[src/rtl/pong_ball_ctrl.sv]
// pong_ball_ctrl
// Per-frame ball motion controller for the Pong VGA demo. On each accepted
// frame-start pulse it advances the ball by `speed` pixels per axis. It
// bounces off the walls and paddles and detects goals. It then loads the new
// X and Y location into the ball sprite over its data_in / loc_en load port.
//
// Ports:
//   px_clk       pixel clock
//   rst          asynchronous active-high reset
//   screenbegin  one-cycle frame-start pulse
//   run          motion enable level (only gates the start from IDLE)
//   serve        one-cycle pulse releasing the ball after a goal
//   speed        pixels moved per frame on each axis
//   lpad_y       left paddle top edge
//   rpad_y       right paddle top edge
//   data_out     sprite data_in (X during the X write, Y during the Y write)
//   x_N_loc_en   sprite X load strobe
//   y_N_loc_en   sprite Y load strobe
//   score_l      left player scored (pulse, coincides with the X write)
//   score_r      right player scored (pulse, coincides with the X write)
//   busy         high while a calc/write sequence is in flight
module pong_ball_ctrl #(
  parameter int unsigned H_ACTIVE  = 1280,
  parameter int unsigned V_ACTIVE  = 1024,
  parameter int unsigned BALL_SIZE = 20,
  parameter int unsigned PADDLE_W  = 20,
  parameter int unsigned PADDLE_H  = 100,
  parameter int unsigned LPAD_X    = 40,
  parameter int unsigned RPAD_X    = 1220,
  parameter int unsigned INIT_X    = 630,
  parameter int unsigned INIT_Y    = 502
) (
  input  logic        px_clk,
  input  logic        rst,
  input  logic        screenbegin,
  input  logic        run,
  input  logic        serve,
  input  logic [3:0]  speed,
  input  logic [15:0] lpad_y,
  input  logic [15:0] rpad_y,
  output logic [15:0] data_out,
  output logic        x_N_loc_en,
  output logic        y_N_loc_en,
  output logic        score_l,
  output logic        score_r,
  output logic        busy
);

  localparam logic [16:0] BS17      = 17'(BALL_SIZE);
  localparam logic [16:0] PH17      = 17'(PADDLE_H);
  localparam logic [16:0] LEDGE17   = 17'(LPAD_X + PADDLE_W);
  localparam logic [16:0] RPAD17    = 17'(RPAD_X);
  localparam logic [16:0] YMAX17    = 17'(V_ACTIVE - BALL_SIZE);
  localparam logic [16:0] XMAX17    = 17'(H_ACTIVE - BALL_SIZE);
  localparam logic [15:0] INIT_X16  = 16'(INIT_X);
  localparam logic [15:0] INIT_Y16  = 16'(INIT_Y);
  localparam logic [15:0] LBOUNCE16 = 16'(LPAD_X + PADDLE_W);
  localparam logic [15:0] RBOUNCE16 = 16'(RPAD_X - BALL_SIZE);
  localparam logic [15:0] YMAX16    = 16'(V_ACTIVE - BALL_SIZE);

  typedef enum logic [2:0] {
    S_IDLE,
    S_CALC,
    S_WRITE_X,
    S_WRITE_Y,
    S_WAIT_SERVE
  } state_t;

  state_t      state_q, state_d;
  logic [15:0] bx_q, bx_d, by_q, by_d;
  logic        dx_q, dx_d, dy_q, dy_d;
  logic        goal_q, goal_d;
  logic [15:0] data_out_q, data_out_d;
  logic        x_en_q, x_en_d, y_en_q, y_en_d;
  logic        score_l_q, score_l_d, score_r_q, score_r_d;
  logic        busy_q, busy_d;

  // Candidate motion and collision terms, all 17-bit so sums never wrap.
  logic [16:0] spd17, bx17, by17, nx, ny;
  logic        ovl_l, ovl_r, hit_l, hit_r, goal_left, goal_right;

  always_comb begin
    spd17 = {13'd0, speed};
    bx17  = {1'b0, bx_q};
    by17  = {1'b0, by_q};
    nx    = dx_q ? bx17 + spd17 : bx17 - spd17;
    ny    = dy_q ? by17 + spd17 : by17 - spd17;
    // Paddle overlap uses the pre-move Y position.
    ovl_l = (by17 + BS17 > {1'b0, lpad_y}) && (by17 < {1'b0, lpad_y} + PH17);
    ovl_r = (by17 + BS17 > {1'b0, rpad_y}) && (by17 < {1'b0, rpad_y} + PH17);
    hit_l = !dx_q && (bx17 >= LEDGE17) && (nx <= LEDGE17) && ovl_l;
    hit_r = dx_q && (bx17 + BS17 <= RPAD17) && (nx + BS17 >= RPAD17) && ovl_r;
    goal_left  = !dx_q && !hit_l && (bx17 < spd17);
    goal_right = dx_q && !hit_r && (nx > XMAX17);
  end

  always_comb begin
    state_d = state_q;
    bx_d    = bx_q;
    by_d    = by_q;
    dx_d    = dx_q;
    dy_d    = dy_q;
    goal_d  = goal_q;

    unique case (state_q)
      S_IDLE: begin
        if (screenbegin && run) state_d = S_CALC;
      end
      S_CALC: begin
        if (!dy_q && (by17 < spd17)) begin
          by_d = '0;
          dy_d = 1'b1;
        end else if (dy_q && (ny > YMAX17)) begin
          by_d = YMAX16;
          dy_d = 1'b0;
        end else begin
          by_d = ny[15:0];
        end

        if (hit_l) begin
          bx_d = LBOUNCE16;
          dx_d = 1'b1;
        end else if (hit_r) begin
          bx_d = RBOUNCE16;
          dx_d = 1'b0;
        end else if (goal_left || goal_right) begin
          // A goal re-serves from the centre and overrides any wall bounce;
          // dx remembers which side scored for the score pulse.
          bx_d   = INIT_X16;
          by_d   = INIT_Y16;
          dy_d   = 1'b1;
          dx_d   = goal_right;
          goal_d = 1'b1;
        end else begin
          bx_d = nx[15:0];
        end
        state_d = S_WRITE_X;
      end
      S_WRITE_X: state_d = S_WRITE_Y;
      S_WRITE_Y: state_d = goal_q ? S_WAIT_SERVE : S_IDLE;
      S_WAIT_SERVE: begin
        if (serve) begin
          goal_d  = 1'b0;
          state_d = S_IDLE;
        end
      end
      default: state_d = S_IDLE;
    endcase
  end

  // Outputs are registered decodes of the current state, so each strobe
  // appears one cycle after its state is entered.
  always_comb begin
    data_out_d = '0;
    x_en_d     = 1'b0;
    y_en_d     = 1'b0;
    score_l_d  = 1'b0;
    score_r_d  = 1'b0;
    busy_d     = (state_q != S_IDLE) && (state_q != S_WAIT_SERVE);
    if (state_q == S_WRITE_X) begin
      data_out_d = bx_q;
      x_en_d     = 1'b1;
      score_l_d  = goal_q && dx_q;
      score_r_d  = goal_q && !dx_q;
    end else if (state_q == S_WRITE_Y) begin
      data_out_d = by_q;
      y_en_d     = 1'b1;
    end
  end

  always_ff @(posedge px_clk or posedge rst) begin
    if (rst) begin
      state_q    <= S_WRITE_X;
      bx_q       <= INIT_X16;
      by_q       <= INIT_Y16;
      dx_q       <= 1'b1;
      dy_q       <= 1'b1;
      goal_q     <= 1'b0;
      data_out_q <= '0;
      x_en_q     <= 1'b0;
      y_en_q     <= 1'b0;
      score_l_q  <= 1'b0;
      score_r_q  <= 1'b0;
      busy_q     <= 1'b1;
    end else begin
      state_q    <= state_d;
      bx_q       <= bx_d;
      by_q       <= by_d;
      dx_q       <= dx_d;
      dy_q       <= dy_d;
      goal_q     <= goal_d;
      data_out_q <= data_out_d;
      x_en_q     <= x_en_d;
      y_en_q     <= y_en_d;
      score_l_q  <= score_l_d;
      score_r_q  <= score_r_d;
      busy_q     <= busy_d;
    end
  end

  assign data_out   = data_out_q;
  assign x_N_loc_en = x_en_q;
  assign y_N_loc_en = y_en_q;
  assign score_l    = score_l_q;
  assign score_r    = score_r_q;
  assign busy       = busy_q;

endmodule

[config.mk]
export PLATFORM = sky130hd
export DESIGN_NAME = pong_ball_ctrl
export DESIGN_NICKNAME = d
export VERILOG_FILES = /design/src/rtl/pong_ball_ctrl.sv
export SDC_FILE = /design/constraint.sdc
export NUM_CORES = 1
export LEC_CHECK = 0
export CORE_MARGIN = 3
export CORE_UTILIZATION = 54
export DETAILED_ROUTE_END_ITERATION = 6
export PLACE_DENSITY = 0.77
export SETUP_SLACK_MARGIN = 0.15
export SLEW_MARGIN = 20
export SYNTH_ARGS = -nofsm -noshare
export SYNTH_HDL_FRONTEND = slang
export SYNTH_SLANG_ARGS = --single-unit
[constraint.sdc]
create_clock -name px_clk -period 4.3 [get_ports px_clk]
set_clock_uncertainty 0.2 [all_clocks]
set_input_delay 0.86 -clock px_clk [delete_from_list [all_inputs] [get_ports px_clk]]
set_output_delay 0.86 -clock px_clk [all_outputs]
set_load 0.05 [all_outputs]
## Word-level counts from Yosys, hierarchy flattened

Index checks and enable logic that the tools add are counted.

| cells by class | value |
|---|---|
| add/sub/neg operators | 9 |
| $lt $le $gt $ge | 12 |
| eq/ne operators | 10 |
| multiplexer cells | 34 |
| reduce and logical (&&, ||, !) cells | 30 |

Operators by type and width:

| cell | count |
|---|---|
| $mux 16 | 10 |
| $add 16x4->17 | 2 |
| $add 16x5->17 const B | 2 |
| $add 16x7->17 const B | 2 |
| $gt 17x16->1 | 2 |
| $lt 16x17->1 | 2 |
| $mux 17 | 2 |
| $sub 16x4->17 | 2 |
| $lt 16x4->1 | 2 |
| $logic_and 1x1->1 | 18 |
| $add 17x5->17 const B | 1 |
| $ge 17x11->1 const B | 1 |
| $gt 17x10->1 const B | 1 |
| $gt 17x11->1 const B | 1 |
| $le 17x11->1 const B | 1 |
| $le 17x6->1 const B | 1 |
| $mux 1 | 17 |
| $ge 16x6->1 const B | 1 |
| $pmux 3 s5 | 1 |
| $ne 2x2->1 const B | 5 |
| $mux 3 | 3 |
| $eq 3x2->1 const B | 2 |
| $reduce_bool 3->1 | 2 |
| $reduce_and 5->1 | 1 |
| other kinds (9) | 13 |

| word-level totals | value |
|---|---|
| flip-flop bits (word level) | 59 |
| input port bits | 41 |
| output and inout port bits | 21 |
| word-level logic and storage cells | 107 |

## Logic depth before layout (Yosys ltp)

| logic depth | value |
|---|---|
| depth after elaboration | 14 |
| gate-level depth with buffers | 19 |
| mapped depth without buffers | 18 |

## Least setup slack after synthesis

OpenSTA, ideal clock, no wires.

| timing | value |
|---|---|
| path type | flip-flop to flip-flop |
| from | register by_q[4] |
| to | register bx_q[11] |
| setup time | 104 ps |
| data arrival time | 4112 ps |
| data required time | 3996 ps |
| setup slack | -116 ps |
| cell stages (with the launch flop) | 17 |
| buffers on the path | 1 |
| clock period less this slack | 4416 ps |
| cell sequence | dfstp_2 clkbuf_1 o21ai_0 or2_2 nor2_1 and3_1 xor2_1 ha_1 a211oi_1 nand2_1 o311ai_0 a2111oi_0 and3_1 o21a_1 a31oi_2 nand3_1 o311ai_1 |

| on the way | value |
|---|---|
| longest elaborated chain between the ends | 11 |
| elaborated cells on any way between the ends | 19 |
| those cells by class | add/sub: 1; order compare: 4; mux: 3; reduce/logical: 11 |

Ends and longest elaborated chain:

| item | line | source |
|---|---|---|
| start, declared | 70 | `logic [15:0] bx_q, bx_d, by_q, by_d;` |
| start signal, assigned | 188 | `by_q <= by_d;` |
| $add 16x5->17 | 89, 90 |  |
| $gt 17x16->1, on equally long branches | 89, 90 |  |
| $logic_and 1x1->1, on equally long branches | 89, 90 |  |
| $logic_and 1x1->1, on equally long branches | 91, 92 |  |
| $logic_not 1->1, on equally long branches | 93, 94 |  |
| $logic_and 1x1->1, on equally long branches (2 in series) | 93, 94 |  |
| $logic_or 1x1->1 | 126 | `end else if (goal_left \|\| goal_right) begin` |
| $mux 16 | 126 |  |
| $mux 16 | 123 | `end else if (hit_r) begin` |
| $mux 16 * | 120 | `if (hit_l) begin` |
| end signal, assigned | 174 | `bx_q <= INIT_X16;` |
| end signal, assigned | 187 | `bx_q <= bx_d;` |
| end, declared | 70 |  |

Every way passes the cells marked *; elsewhere a longest branch is shown, timed or not.
A chain may end at the register's enable or synchronous reset.

## Worst setup path after layout

| timing | value |
|---|---|
| from | input port speed[3] |
| to | register by_q[12] |

| on the way | value |
|---|---|
| longest elaborated chain between the ends | 13 |
| elaborated cells on any way between the ends | 31 |
| those cells by class | add/sub: 5; order compare: 6; mux: 7; reduce/logical: 13 |

Ends and longest elaborated chain:

| item | line | source |
|---|---|---|
| start, declared | 38 | `input logic [3:0] speed,` |
| $sub 16x4->17 / $add 16x4->17 (equally long branches) | 86 | `nx = dx_q ? bx17 + spd17 : bx17 - spd17;` |
| $mux 17 | 86 |  |
| $add 17x5->17 | 92 | `hit_r = dx_q && (bx17 + BS17 <= RPAD17) && (nx + BS17 >= RPAD17) && ovl_r;` |
| $ge 17x11->1 | 92 |  |
| $logic_and 1x1->1 (2 in series) | 92 |  |
| $logic_not 1->1 | 94 | `goal_right = dx_q && !hit_r && (nx > XMAX17);` |
| $logic_and 1x1->1 (2 in series) | 94 |  |
| $logic_or 1x1->1 | 126 |  |
| $mux 16 | 126 |  |
| $mux 16 | 123 |  |
| $mux 16 * | 120 |  |

Marked as above.

==> out/results.tsv <==
stage	metric	value	unit
worst_setup_path	worst setup path startpoint	speed[3]	
clock_network	CTS Buffer Depth	2	
synthesis	synth cell count leaders	nand2_1 (90), ha_1 (83), nor2_1 (67)	
synthesis	Yosys Warn Count	0	
layout	Design Area, Final	0.01029	sq mm
synthesis	Netlist Area Pre-Place	0.007007	sq mm
global_route	GRT met3 Usage	0.06927	
timing	Worst Tran Pin Value	1.008	ns
clock_network	total CTS buffers	9	
job	max_cap viols	0	
worst_setup_path	crit end category	flop	
global_route	met1 usage	0.4679	
floorplan	core area	0.01236	sq mm
timing	unrepaired setup endpoints after global routing	yes	
clock_network	clock sink total	59	
floorplan	Die Y	119.9	um
global_route	Tot GR Track Use	0.3384	
worst_setup_path	critical-path cell list	buf_12, inv_12, ha_4, or4_4, or3_4, a211o_1, mux2i_1, o211ai_1, and4bb_1, mux2i_1, nor2_1, a221oi_4, buf_12, buf_12, o2111ai_4, o211ai_1	
layout	Non-Filler Instances	1300	
synthesis	post-synthesis cell count	891	
synthesis	Seq/Total Area, Yosys	0.2138	
detailed_routing	Post-DRT Antenna Nets	0	
placed_design	Cell Area, Placed	0.009090	sq mm
layout	layout cell share with drive strength beyond 1	0.3419	
run_status	outcome	finished with violations	
worst_setup_path	critical path type	input pin to flop	
global_route	global-route wire length before repair	39.16	mm
floorplan	Ports	62	
layout	area grow syn2layout	46.91	%
placed_design	number of instances in the placed design	1251	
floorplan	row cnt	40	
timing	fmax	232.1	MHz
timing	Rel. slew slack	0.3279	
placed_design	routability cong.	0.9973	
layout	n_diodes	0	
global_route	largest net degree at the start of global routing	42	
power	Power Dens Cells	602.3	mW/mm^2
global_route	vias in the first global route	7641	
synthesis	FFs w/ async S/R, synth	1.000	
detailed_routing	WL/cell	20.44	um
synthesis	Yosys top cell area share	0.1500	
detailed_routing	Iter 0 DRT Violations	996	
detailed_routing	vias post-DR	8448	
power	Lkg Pwr	0.004603	uW
layout	final net count	1255	
floorplan	Initial Util	0.5668	
run_status	failing checks	DRC, setup timing	
detailed_routing	Post-route DRC	8	
clock_network	# hold bufs at CTS	0	
worst_setup_path	startpoint types	input pin	
min_path	Worst Hold Class	flop to flop	
placed_design	Place WS	-0.7939	ns
power	peak supply drop	0.5253	mV
synthesis	EDFF count, synth	0	
clock_network	H-tree Lvls	3	
synthesis	Main synth FF type	dfrtp_1	
worst_setup_path	worst r2r path cells	16	
worst_setup_path	reg-to-reg endpoint	by_q[12]	
timing	max-slew violations	0	
clock_network	TritonCTS clock tree	built	
worst_setup_path	cell mode on critical path	buf_12	
synthesis	Synth area leaders	dfrtp_1 (15%), ha_1 (15%), dfstp_2 (6.4%)	
clock_network	Clock Latency Late Sink	0.34	ns
timing	final worst path period share	1.002	
synthesis	Avg Inst Size Synth	7.864	sq um
worst_setup_path	CP Max Fanout	7	
synthesis	FF+latch count, synth	59	
worst_setup_path	Worst EP required	4.35	ns
timing	min Tclk post-route	4.308	ns
worst_setup_path	critical path endpoint	by_q[12]	
floorplan	die area	0.01438	sq mm
timing	Final Hold Vio Count	0	
detailed_routing	vias per cell	6.498	
clock_network	Worst-path clk slew	0.06	ns
worst_setup_path	largest stage delay on the critical path	0.48	ns
global_route	gr ovfl total	0	
timing	setup_tns	-0.009541	ns
worst_setup_path	crit path DAT	4.35	ns
placed_design	number of port buffers	61	
clock_network	Clock Root Buffer	clkbuf_16	
detailed_routing	DRT Pass-1 Iters	7	
synthesis	Mapped Nets	1019	
placed_design	dpl hpwl	18.33	mm
worst_setup_path	Critical-path top delay cell	or4_4	
global_route	initial antenna violation count	0	
synthesis	post-synth top area cell	dfrtp_1	
timing	Final setup violation count	2	
global_route	met2 Use GR	0.5332	
timing	smallest setup slack after layout	-0.008360	ns
global_route	most used routing layer	met2	
floorplan	die width	119.9	um
detailed_routing	Routed WL	26.57	mm
worst_setup_path	reg-to-reg setup timing slack	0.13	ns
synthesis	Distinct cells, synth	81	
synthesis	most common cell in the netlist	nand2_1	
layout	Final Util	0.8327	
worst_setup_path	r2r startpoint	bx_q[1]	
layout	fill cell count	751	
-- placed cells by master (no fill, tap or decap), types with 24 or more instances in the layout --
cell               n
a21oi_1           35
buf_4            201
clkdlybuf4s50_1   44
dfrtp_1           42
ha_1              70
inv_1             57
nand2_1           85
nand4_1           24
nor2_1            58
o21ai_0           28
xnor2_1           38
-- layout make-up --
| class | count | area, sq um | share of cell area |
|---|---|---|---|
| Multi-Input combinational cell | 723 | 5767 | 0.5602 |
| Sequential cell | 59 | 1498 | 0.1455 |
| Tap cell | 168 | 210.2 | 0.02042 |
| Timing Repair Buffer | 272 | 2272 | 0.2207 |
| Clock buffer | 9 | 225.2 | 0.02188 |
| Inverter | 62 | 245.2 | 0.02382 |
| Clock inverter | 7 | 76.32 | 0.007415 |
-- registers in the layout, summed over array words and instances, names as in the netlist --
name,flops
bx_q,16
by_q,16
data_out,16
state_q,3
busy,1
dx_q,1
dy_q,1
goal_q,1
score_l,1
score_r,1
x_N_loc_en,1
y_N_loc_en,1
-- worst min-delay path by stage --
stage	cells past startpoint	to	from
finish	1	state_q[0]	state_q[0]
global route	1	state_q[0]	state_q[0]
CTS	1	state_q[0]	state_q[0]
detailed placement	1	state_q[0]	state_q[0]
global placement	1	state_q[0]	state_q[0]
floorplan	1	state_q[0]	state_q[0]
-- timing repair --
action / 4_1_cts / 5_1_grt
pin swaps: 36 / 70
resized for setup: 82 / 106
endpoints found under the setup margin: 35 / 35
endpoints found under the hold margin: 0 / 0
cloned: 1 / 0
buffers inserted: 17 / 15
-- worst max-delay path, delay by kind of cell --
kind                       cells  cell delay (ns)
AOI/OAI and AO/OA              5             1.07
buffers and inverters          4             0.41
muxes                          2             0.48
adders and majority gates      1             0.15
and+or+nand+nor                4             1.36
-- where the power goes --
part | leakage [uW] | switching, uW | internal [uW]
sequential | 0.000698 | 285 | 788
clock | 0.000142 | 294 | 451
combinational | 0.00376 | 2410 | 1970
-- per-layer routing --
metal	wire length (um)	up-vias
li1	-	3738
met1	10500	4009
met2	12240	593
met3	2853	108
met4	971	0
met5	0	-
-- stage by stage --
step | power [uW] | hold WS, ns
after CTS | 5735 | 0.3527
after floorplan | 3265 | 0.2708
final | 6200 | 0.3496
after detailed placement | 4706 | 0.3465
after global routing | 6496 | 0.3748
after global placement | 4616 | 0.3172
-- kinds of logic (layout without fill, tap and decap cells) --
kind of cell,after synthesis,in the layout,synth area share
AO/OA/AOI/OAI,246,246,0.2502
XOR/XNOR,61,61,0.07625
adder cells (fa/ha/maj),87,87,0.1596
buffers and inverters,109,350,0.05964
flip-flops,59,59,0.2138
multiplexers,8,8,0.01196
AND/OR/NAND/NOR,321,321,0.2286
Note: power is estimated with default switching activity, not from simulation.
==> RTL edit, RTL diff (same settings) <==
`data_out_q` no longer has a reset.
--- a/src/rtl/pong_ball_ctrl.sv
+++ b/src/rtl/pong_ball_ctrl.sv
@@ -178,3 +178,2 @@
       goal_q     <= 1'b0;
-      data_out_q <= '0;
       x_en_q     <= 1'b0;
@@ -191,3 +190,2 @@
       goal_q     <= goal_d;
-      data_out_q <= data_out_d;
       x_en_q     <= x_en_d;
@@ -200,2 +198,6 @@
 
+  always_ff @(posedge px_clk) begin
+    data_out_q <= data_out_d;
+  end
+
   assign data_out   = data_out_q;
Formal check against the unedited RTL: not equivalent (a bounded check fails within 4 cycles, from zero or initial values and one cycle with rst high).
==> RTL edit against the unedited design <==
The flow finishes with violations (negative setup slack); cell count shrank 2.6%; cell area shrank 4.8%; wire length decreased by 10%; sequential cell count did not move; worst setup slack got worse by 0.044 ns; area after synthesis fell by 2.4%; power is 7.9% lower; critical path depth is 1 higher.
==> RTL edit: results (changes against the unedited design) <==
Run status
  – Outcome: complete, but fails checks
  – Failing checks: negative setup slack

Critical path
  – CP max stage cell: or4b_4
  – CP max stage delay: 0.50 ns (+0.02 ns)
  – Worst-path fanout max: 6 (-1)
  – CP delay by family, top: simple AND/OR/NAND/NOR gates

Synth
  – Top cells by area, synth: ha_1 15%, dfrtp_1 9.5%, dfstp_2 6.5%, xnor2_1 6.0%, dfxtp_1 4.7%
  – Synth Flop Type: dfrtp_1
  – Syn_nets: 993 (-2.6%)
  – Post-synth ARST share: 72.9% (-27 points)
  – Top cells by count, synth: 83 x ha_1, 80 x nand2_1, 73 x nor2_1
  – Seq/Total Area, Yosys: 20.7% (-0.65 points)
  – Distinct cells, synth: 90 (+11%)
  – Yosys top cell area share: 15.2% (+0.18 points)
  – Syn. warnings: 0 (unchanged)

Global routing
  – Vias in the first global route: 7,223 (-5.5%)
  – Met1 GRT Util: 41.9% (-4.9 points)
  – First-pass GRT wire length: 35.6 mm (-9.2%)
  – Initial antenna violation count: 0 (unchanged)
  – Met3 usage: 6.56% (-0.37 points)
  – Met2 Use GR: 49.1% (-4.2 points)
  – Total global-route track usage: 30.9% (-2.9 points)
  – Largest net degree at the start of global routing: 44 (+4.8%)

Drt
  – First-pass DRT Iterations: 7 (unchanged)
  – WL met2: 11.2 mm (-8.6%)
  – Routed WL: 23.9 mm (-10%)
  – Top layer reached by signal wires: met4
  – Met3 WL post-DR: 2.12 mm (-26%)
  – M1 WL: 9.88 mm (-6.0%)
  – Post-DR vias/cell: 6.17 (-5.0%)
  – Detailed Route Iter0 Violations: 720 (-28%)

Layout
  – Share of layout cells above drive strength 1: 33.4% (-0.76 points)
  – N_diodes: 0 (unchanged)
  – Final #Nets: 1,221 (-2.7%)
  – Filler instances: 781 (+4.0%)

STA
  – Fin Setup TNS: -0.259 ns (-0.249 ns)
  – Final setup viols: 9 (+7)
  – Worst-Margin Slew: 1.22 ns (+0.208 ns)
  – Setup slack after layout: -0.0529 ns (-0.0445 ns)

Clock tree
  – Num CTS Buffers: 9 (unchanged)
  – Worst-skew pair later-pin latency: 0.34 ns (about the same)
  – CTS Buffer Depth: 2 (unchanged)
  – CTS resizes: 57 (-30%)
  – CTS clk-pin slew, worst paths: 0.05 ns
  – Root Buffer: clkbuf_16
  – Postcts setup bufs: 8 (-9)
  – H-tree levels: 3 (unchanged)

Worst hold path
  – Min-Delay Path Class: flop to flop

Place
  – Gpl congestion: 0.958 (-3.9%)
  – Hpwl dp: 16.9 mm (-7.9%)
  – Pre-CTS WS: -0.908 ns (-0.114 ns)
  – Number of buffers inserted by port buffering: 61 (unchanged)

Pwr
  – Leakage: 4.43 nW (-3.8%)
  – Max VDD drop: 513 uV (-2.3%)
==> RTL edit: cell families after synthesis <==
logic type / synth area share (%)
AND/OR/NAND/NOR: 24.9
AO/OA/AOI/OAI: 22.0
buffers and inverters: 6.42
adder cells (fa/ha/maj): 16.4
XOR/XNOR: 8.31
flip-flops: 20.7
multiplexers: 1.32
==> RTL edit: metrics by stage <==
stage / hold WS [ns] / cells / area, sq um / utilization [%]
after global routing: 0.371 / 1266 / 9800 / 80.3
after CTS: 0.353 / 1248 / 9270 / 75.9
after global placement: 0.312 / 1224 / 8770 / 71.8
final: 0.350 / 1266 / 9800 / 80.3
after floorplan: 0.284 / 865 / 6860 / -
after detailed placement: 0.341 / 1224 / 8770 / 71.8
==> RTL edit: final timing paths <==
kind	start	depth (start not counted)	end	slack [ns]
setup / recovery	speed[0]	17	by_q[14]$_DFFE_PP0P_	-0.05
hold reg to reg	state_q[2]$_DFFE_PP0P_	1	state_q[0]$_DFFE_PP0P_	0.35
setup reg to reg	by_q[0]$_DFFE_PP0P_	17	by_q[14]$_DFFE_PP0P_	-0.02
max in group asynchronous	rst	3	by_q[9]$_DFFE_PP0P_	2.70
min in group asynchronous	rst	3	bx_q[8]$_DFFE_PP0P_	0.78
hold / removal	state_q[2]$_DFFE_PP0P_	1	state_q[0]$_DFFE_PP0P_	0.35
==> RTL edit: layout make-up <==
type	instances	area (sq um)	share of cell area, %
clock buffer	11	243	2.48
clock inverter	5	52.6	0.536
inverter	64	240	2.45
multi-input combinational	702	5510	56.2
sequential	59	1420	14.5
tap	168	210	2.14
timing repair buffer	257	2130	21.7
==> RTL edit: power breakdown <==
part / switching [mW] / leakage, nW / internal, mW
registers: 0.205 / 0.622 / 0.770
clock network: 0.262 / 0.145 / 0.461
logic: 2.20 / 3.66 / 1.81
